**config.mk**
```make
export PLATFORM = sky130hd
export DESIGN_NAME = float_add_issue
export DESIGN_NICKNAME = d
export VERILOG_FILES = /design/src/rtl/float_add_issue.sv
export SDC_FILE = /design/constraint.sdc
export NUM_CORES = 1
export LEC_CHECK = 0
export ABC_AREA = 1
export ABC_CLOCK_PERIOD_IN_PS = 4950
export CAP_MARGIN = 15
export CORE_MARGIN = 2
export CORE_UTILIZATION = 55
export DETAILED_ROUTE_END_ITERATION = 8
export MAX_ROUTING_LAYER = met4
export PLACE_DENSITY = 0.79
export SETUP_SLACK_MARGIN = 0.1
export SLEW_MARGIN = 20
export SYNTH_ARGS = -nofsm -noshare
export SYNTH_HDL_FRONTEND = slang
export SYNTH_SLANG_ARGS = --single-unit
```
**constraint.sdc**
```tcl
create_clock -name Clock -period 4.95 [get_ports Clock]
set_clock_uncertainty 0.2 [all_clocks]
set_input_delay 0.495 -clock Clock [delete_from_list [all_inputs] [get_ports Clock]]
set_output_delay 0.495 -clock Clock [all_outputs]
set_load 0.005 [all_outputs]
```
**src/rtl/float_add_issue.sv**
```systemverilog
// Issue stage in front of the multi-cycle float adder: queues operand pairs,
// resolves zero/special operands locally and launches the rest one at a time.
module float_add_issue #(
  parameter int DEPTH   = 4,
  parameter int TIMEOUT = 64
) (
  input  logic                     Clock,
  input  logic                     Reset,
  input  logic [31:0]              InOp1,
  input  logic [31:0]              InOp2,
  input  logic                     InValid,
  output logic                     InReady,
  output logic [31:0]              AddOp1,
  output logic [31:0]              AddOp2,
  output logic                     AddInputValid,
  input  logic [31:0]              AddResult,
  input  logic                     AddResultValid,
  output logic [31:0]              OutResult,
  output logic                     OutValid,
  input  logic                     OutReady,
  output logic                     Busy,
  output logic [$clog2(DEPTH):0]   Count,
  output logic                     Error
);

  localparam int PTR_W = $clog2(DEPTH);
  localparam int CNT_W = $clog2(TIMEOUT) + 1;
  localparam logic [PTR_W:0]   FULL_CNT  = (PTR_W + 1)'(DEPTH);
  localparam logic [CNT_W-1:0] LAST_WAIT = CNT_W'(TIMEOUT - 1);
  localparam logic [31:0]      QNAN      = 32'h7FC0_0000;

  typedef enum logic [1:0] {S_IDLE, S_ISSUE, S_WAIT, S_HOLD} state_t;

  function automatic logic is_zero(input logic [31:0] f);
    return (f[30:23] == 8'h00) && (f[22:0] == 23'h0);
  endfunction

  function automatic logic is_special(input logic [31:0] f);
    return f[30:23] == 8'hFF;
  endfunction

  state_t            state;
  logic [CNT_W-1:0]  wait_cnt;

  logic [31:0]       op1_mem [DEPTH];
  logic [31:0]       op2_mem [DEPTH];
  logic [PTR_W-1:0]  wr_ptr;
  logic [PTR_W-1:0]  rd_ptr;
  logic              push;
  logic              pop;
  logic [31:0]       head_op1;
  logic [31:0]       head_op2;

  assign InReady  = (Count != FULL_CNT);
  assign push     = InValid && InReady;
  assign pop      = (state == S_IDLE) && (Count != '0) && !OutValid;
  assign head_op1 = op1_mem[rd_ptr];
  assign head_op2 = op2_mem[rd_ptr];
  assign Busy     = (state != S_IDLE);

  // Operand storage carries no reset; the pointers define what is live.
  always_ff @(posedge Clock) begin
    if (push) begin
      op1_mem[wr_ptr] <= InOp1;
      op2_mem[wr_ptr] <= InOp2;
    end
  end

  always_ff @(posedge Clock) begin
    if (Reset) begin
      wr_ptr <= '0;
      rd_ptr <= '0;
      Count  <= '0;
    end else begin
      if (push) wr_ptr <= wr_ptr + 1'b1;
      if (pop)  rd_ptr <= rd_ptr + 1'b1;
      case ({push, pop})
        2'b10:   Count <= Count + 1'b1;
        2'b01:   Count <= Count - 1'b1;
        default: ;
      endcase
    end
  end

  // Issue/return sequencer: IDLE pops, ISSUE pulses the adder, WAIT collects, HOLD hands off.
  always_ff @(posedge Clock) begin
    if (Reset) begin
      state         <= S_IDLE;
      wait_cnt      <= '0;
      AddOp1        <= '0;
      AddOp2        <= '0;
      AddInputValid <= 1'b0;
      OutResult     <= '0;
      OutValid      <= 1'b0;
      Error         <= 1'b0;
    end else begin
      case (state)
        S_IDLE: begin
          if (pop) begin
            if (is_special(head_op1) || is_special(head_op2)) begin
              OutResult <= is_special(head_op1) ? head_op1 : head_op2;
              OutValid  <= 1'b1;
              state     <= S_HOLD;
            end else if (is_zero(head_op1) || is_zero(head_op2)) begin
              OutResult <= is_zero(head_op1) ? head_op2 : head_op1;
              OutValid  <= 1'b1;
              state     <= S_HOLD;
            end else begin
              AddOp1        <= head_op1;
              AddOp2        <= head_op2;
              AddInputValid <= 1'b1;
              state         <= S_ISSUE;
            end
          end
        end
        S_ISSUE: begin
          AddInputValid <= 1'b0;
          wait_cnt      <= '0;
          state         <= S_WAIT;
        end
        S_WAIT: begin
          wait_cnt <= wait_cnt + 1'b1;
          // A valid seen on the first WAIT cycle belongs to the previous operation.
          if (AddResultValid && (wait_cnt != '0)) begin
            OutResult <= AddResult;
            OutValid  <= 1'b1;
            state     <= S_HOLD;
          end else if (wait_cnt == LAST_WAIT) begin
            OutResult <= QNAN;
            OutValid  <= 1'b1;
            Error     <= 1'b1;
            state     <= S_HOLD;
          end
        end
        S_HOLD: begin
          if (OutReady) begin
            OutValid <= 1'b0;
            state    <= S_IDLE;
          end
        end
        default: state <= S_IDLE;
      endcase
    end
  end

endmodule

```
# Yosys cells after proc, flatten, opt, wreduce, memory -nomap -nowiden
# Memory sizes are Yosys's and may differ from the RTL's. A register that Yosys moved wholly into a read port is not among the register bits.
# Cells that the tools add are included.
[totals]
ff_bits = 115
ram_bits = 256
input_bits = 101
out_inout_bits = 104
elab_cells = 98
mem_count = 2
[op_classes]
add_sub_neg = 5
eq_ne = 15
muxes = 34
bitwise_logic = 3
reduce_logical = 28
[memory_table]
columns = ["name", "words", "word_bits", "read_ports", "rd_ports_with_merged_regs", "write_ports", "line_no", "text"]
rows = [
  ["op1_mem", 4, 32, 1, 1, 1, "45", "logic [31:0] op1_mem [DEPTH];"],
  ["op2_mem", 4, 32, 1, 1, 1, "46", "logic [31:0] op2_mem [DEPTH];"],
]
[ops]
columns = ["cell", "count"]
rows = [
  ["$mux W32", 7],
  ["$pmux W32 S2", 1],
  ["$logic_not A23 Y1", 2],
  ["$mux W2", 10],
  ["$eq A8 B8 Y1 const B", 2],
  ["$logic_not A8 Y1", 2],
  ["$pmux W7 S2", 1],
  ["$reduce_and A4 Y1", 3],
  ["$mux W1", 11],
  ["$reduce_bool A2 Y1", 5],
  ["$ne A2 B2 Y1 const B", 4],
  ["$pmux W2 S4", 1],
  ["$add A7 B1 Y7 const B", 1],
  ["$eq A7 B6 Y1 const B", 1],
  ["$reduce_bool A7 Y1", 1],
  ["$eq A2 B2 Y1 const B", 3],
  ["$logic_and A1 B1 Y1", 6],
  ["$ne A3 B3 Y1 const B", 2],
  ["$pmux W3 S2", 1],
  ["$reduce_and A3 Y1", 2],
  ["$reduce_bool A3 Y1", 2],
  ["$reduce_and A5 Y1", 1],
  ["$add A2 B1 Y2 const B", 2],
  ["$eq A2 B1 Y1 const B", 2],
  ["9 further kinds", 12],
]

# Logic depth before layout (Yosys ltp)
[logic_depth]
word_depth = 7
depth_mapped = 19
depth_no_buf = 15

# Worst setup path before layout
# OpenSTA, ideal clock, no wires.
[synth_timing]
path_type = "reg2reg"
start = "reg Count[1]"
end = "mem op1_mem[0][0], enable pin"
setup_ns = 0.487
arrival_ns = 3.421
required_time_ns = 4.263
path_slack_ns = 0.842
stages_incl_launch_ff = 5
period_less_slack_ns = 4.108
path_cell_list = "dfxtp_1 -> inv_1 -> nand3_1 -> nand2_1 -> nor2_1"
[synth_via]
elab_chain_cells = 4
[synth_rtl]
columns = ["element", "line_no", "text"]
rows = [
  ["start: declaration", "22", "output logic [$clog2(DEPTH):0] Count,"],
  ["start signal: assignment", "78", "2'b10: Count <= Count + 1'b1;"],
  ["start signal: assignment", "79", "2'b01: Count <= Count - 1'b1;"],
  ["$ne A3 B3 Y1", "54", "assign InReady = (Count != FULL_CNT);"],
  ["named net InReady", "12", "output logic InReady,"],
  ["$logic_and A1 B1 Y1", "55", "assign push = InValid && InReady;"],
  ["$mux W1", "63", "if (push) begin"],
  ["$mux W1 (implied by the code)", "64", "op1_mem[wr_ptr] <= InOp1;"],
  ["end: declaration", "45", ""],
]
# The timed path passes the listed nets, and every way through them passes these cells.

==> impl_metrics.yaml <==
run_status:
  status: "complete, no violations"
route:
  drt_iter0_drc: 1645
  ant_nets: 0
  viasPerCell: 5.64
  first_pass_iters: 6
  drc_errors: 0
  routedWlPerCell_um: 19.1
  vias: 13400
  wl_mm: 45.4
worst_setup_path:
  worstSetupPathType: "reg2reg"
  arrival_ns: 4.49
  crit_fanout: 79
  worstSetupEndpointType: "flop"
  cp.required_ns: 5.19
  critPathLaunchType: "flop"
final_layout:
  finalNonFillerCells: 2376
  nFillCells: 2161
  syn_to_final_growth_pct: 21.9
  drive_above_1_share_pct: 6.28
  fin_nets: 2076
floorplanning:
  start_util_pct: 56.3
  die-area_um2: 30900
  die_w_um: 176
  dieHeight_um: 176
  ios: 205
  row_count: 62
  core_um2: 28900
yosys:
  synthArstFlopShare_pct: 0
  synth_xor_xnor_area_share_pct: 0
  synth_top_area_share_pct: 47.3
  synth.distinct_cells: 32
  synth_edf_count: 256
  yosys.area.top_type: "edfxtp_1"
  ys.flop_type: "edfxtp_1"
  synthMuxAreaShare_pct: 0
  synthesis.nets: 1899
  syn_area_um2: 16200
  yosysSeqAreaShare_pct: 61.7
  synth.area.top_cells: "edfxtp_1 47%, nand2_1 15%, dfxtp_1 14%, nand3_1 7.8%, a21oi_1 3.4%"
  ys_seq_elements: 373
  syn_area_per_cell_um2: 9.11
  synthSimpleGateAreaFrac_pct: 26.0
  syn_inst: 1784
  yosysWarnings: 0
  synth-compound-area-share_pct: 4.40
  synth_common_cells: "643 x nand2_1, 256 x edfxtp_1, 253 x nand3_1, 136 x inv_1, 117 x dfxtp_1"
  synth.most_common_cell: "nand2_1"
  synth_top_family_by_area: "simple AND/OR/NAND/NOR gates"
  synth-adder-area-share_pct: 1.12
hold_path:
  hp-class: "reg2reg"
placement:
  globalplace.congestion: 0.962
  place_hpwl_mm: 30.1
  portBuffers: 204
  pre_cts_ws_ns: 0.911
  dp.cells: 2305
timing:
  maxSlewHeadroom_pct: 27.1
  finalCritPeriodShare_pct: 85.7
  grt_setup_unrepaired: "no"
  hold_viol_final: 0
  setup_violations: 0
  worst_slew_pin_slew_ns: 1.09
  tns_ns: 0
  fmax_mhz: 236
  setup_slack_ns: 0.708
  min_period_ns: 4.24
  timing.final.max_slew_violations: 0
power:
  power.total_w: 0.0118
  p_leak_nw: 7.79
  p_per_area_nw_per_um2: 596
  irDropWorstVdd_mv: 0.373
clock_tree:
  cts_hold_buf: 0
  cts_buffers: 38
  cts_tree: "done"
  post_cts_resized: 0
  postCtsSetupRepairBufs: 0
  cts_root_buffer: "clkbuf_16"
  worstSkewPairLatency_ns: 0.53
  cts_num_sinks: 373
  cts_buffer_depth: 3
  clk_pin_slew_ns: 0.06
  h-tree-depth: 2
grt:
  grt_pass1_vias: 12400
  grt_use_total_pct: 30.0
  grt_max_degree: 80
  grt.overflow.total: 0
  grt_pass1_wl_mm: 68.9
  antenna_found_initial: 1
flow_run:
  drv_cap: 0
==> final timing paths <==
check	slack [ns]	cells past startpoint	start	to
worst min-delay path	0.27	2	AddOp1[20]	AddOp1[20]
worst min register to register	0.27	2	AddOp1[20]	AddOp1[20]
worst max-delay path	0.71	16	flop	OutResult[9]
worst max register to register	0.71	16	flop	OutResult[9]
==> power breakdown <==
group	switching, W	internal [W]
Clock	0.00117	0.00171
Sequential	0.000302	0.00395
Combinational	0.00303	0.00163
==> registers in the layout (all words and copies together), names as in the netlist, 2 cells and up, named ones only <==
name	flops
op1_mem	128
wait_cnt	7
AddOp1	32
rd_ptr	2
wr_ptr	2
op2_mem	128
OutResult	32
Count	3
AddOp2	32
state	2
==> through the flow <==
step | utilization [%] | instance area [µm²] | hold slack (ns)
6_report | 68.6 | 19800 | 0.265
5_1_grt | 68.6 | 19800 | 0.277
4_1_cts | 68.6 | 19800 | 0.265
3_5_place_dp | 64.2 | 18500 | 0.255
3_3_place_gp | 64.2 | 18500 | 0.243
2_1_floorplan | - | 16200 | 0.236
==> critical path, stage by stage (launching register included) <==
cell     delay [ns]
dfxtp_4        0.34
buf_4          0.43
buf_4          0.73
nand2_1        0.11
nand3_1        0.12
nand2_1        0.18
inv_1          0.13
nand2_1        0.06
nor2_1         0.10
nand2_1        0.12
nand2_4        0.30
nor2_2         0.07
nand3_2        0.15
nand2_2        0.55
nand2_1        0.25
nand2_1        0.08
nor2_1         0.16
==> per-layer routing <==
metal  global-route usage (%)  share of wire, %  vias up  routed length [µm]
li1                         -                 -     6227                   -
met1                     38.9                38     6269               17300
met2                     47.4                47      788               21400
met3                     4.94                11      121                4790
met4                     12.2               4.2        0                1910
met5                        -                 0        -                   0
==> cell families after synthesis <==
logic type      after synthesis
compound gates              140
fa+ha+maj                    14
buf+inv                     246
flops                       373
simple gates               1011
==> final cells by class <==
type / instances / area (µm²) / area share, %
diodes: 1 / 2.50 / 0.0126
inverters: 147 / 553 / 2.79
repair buffers: 236 / 2300 / 11.6
well taps: 384 / 480 / 2.43
clock inverters: 14 / 129 / 0.651
multi-input cells: 1165 / 5160 / 26.1
clock buffers: 56 / 1140 / 5.77
flip-flops and latches: 373 / 10000 / 50.7
==> layout by cell type (no fill, tap or decap), types with 3 or more instances in the layout <==
| cell | synthesis | final |
|---|---|---|
| clkbuf_16 | 0 | 41 |
| inv_1 | 136 | 136 |
| or2_2 | 7 | 7 |
| inv_2 | 8 | 7 |
| nor2_1 | 78 | 72 |
| nor3b_1 | 3 | 3 |
| nor2_2 | 3 | 4 |
| nand4_1 | 8 | 8 |
| o21ai_0 | 20 | 20 |
| clkbuf_8 | 0 | 6 |
| clkdlybuf4s50_1 | 0 | 203 |
| nor2_4 | 2 | 7 |
| clkinv_1 | 3 | 6 |
| buf_4 | 19 | 30 |
| nand2_1 | 643 | 643 |
| a21oi_1 | 112 | 111 |
| nor3_1 | 8 | 8 |
| dfxtp_1 | 117 | 115 |
| clkinv_2 | 0 | 6 |
| ha_1 | 13 | 13 |
| nand3_1 | 253 | 253 |
| edfxtp_1 | 256 | 256 |
| clkbuf_1 | 34 | 9 |
(Power assumes the default switching activity.)
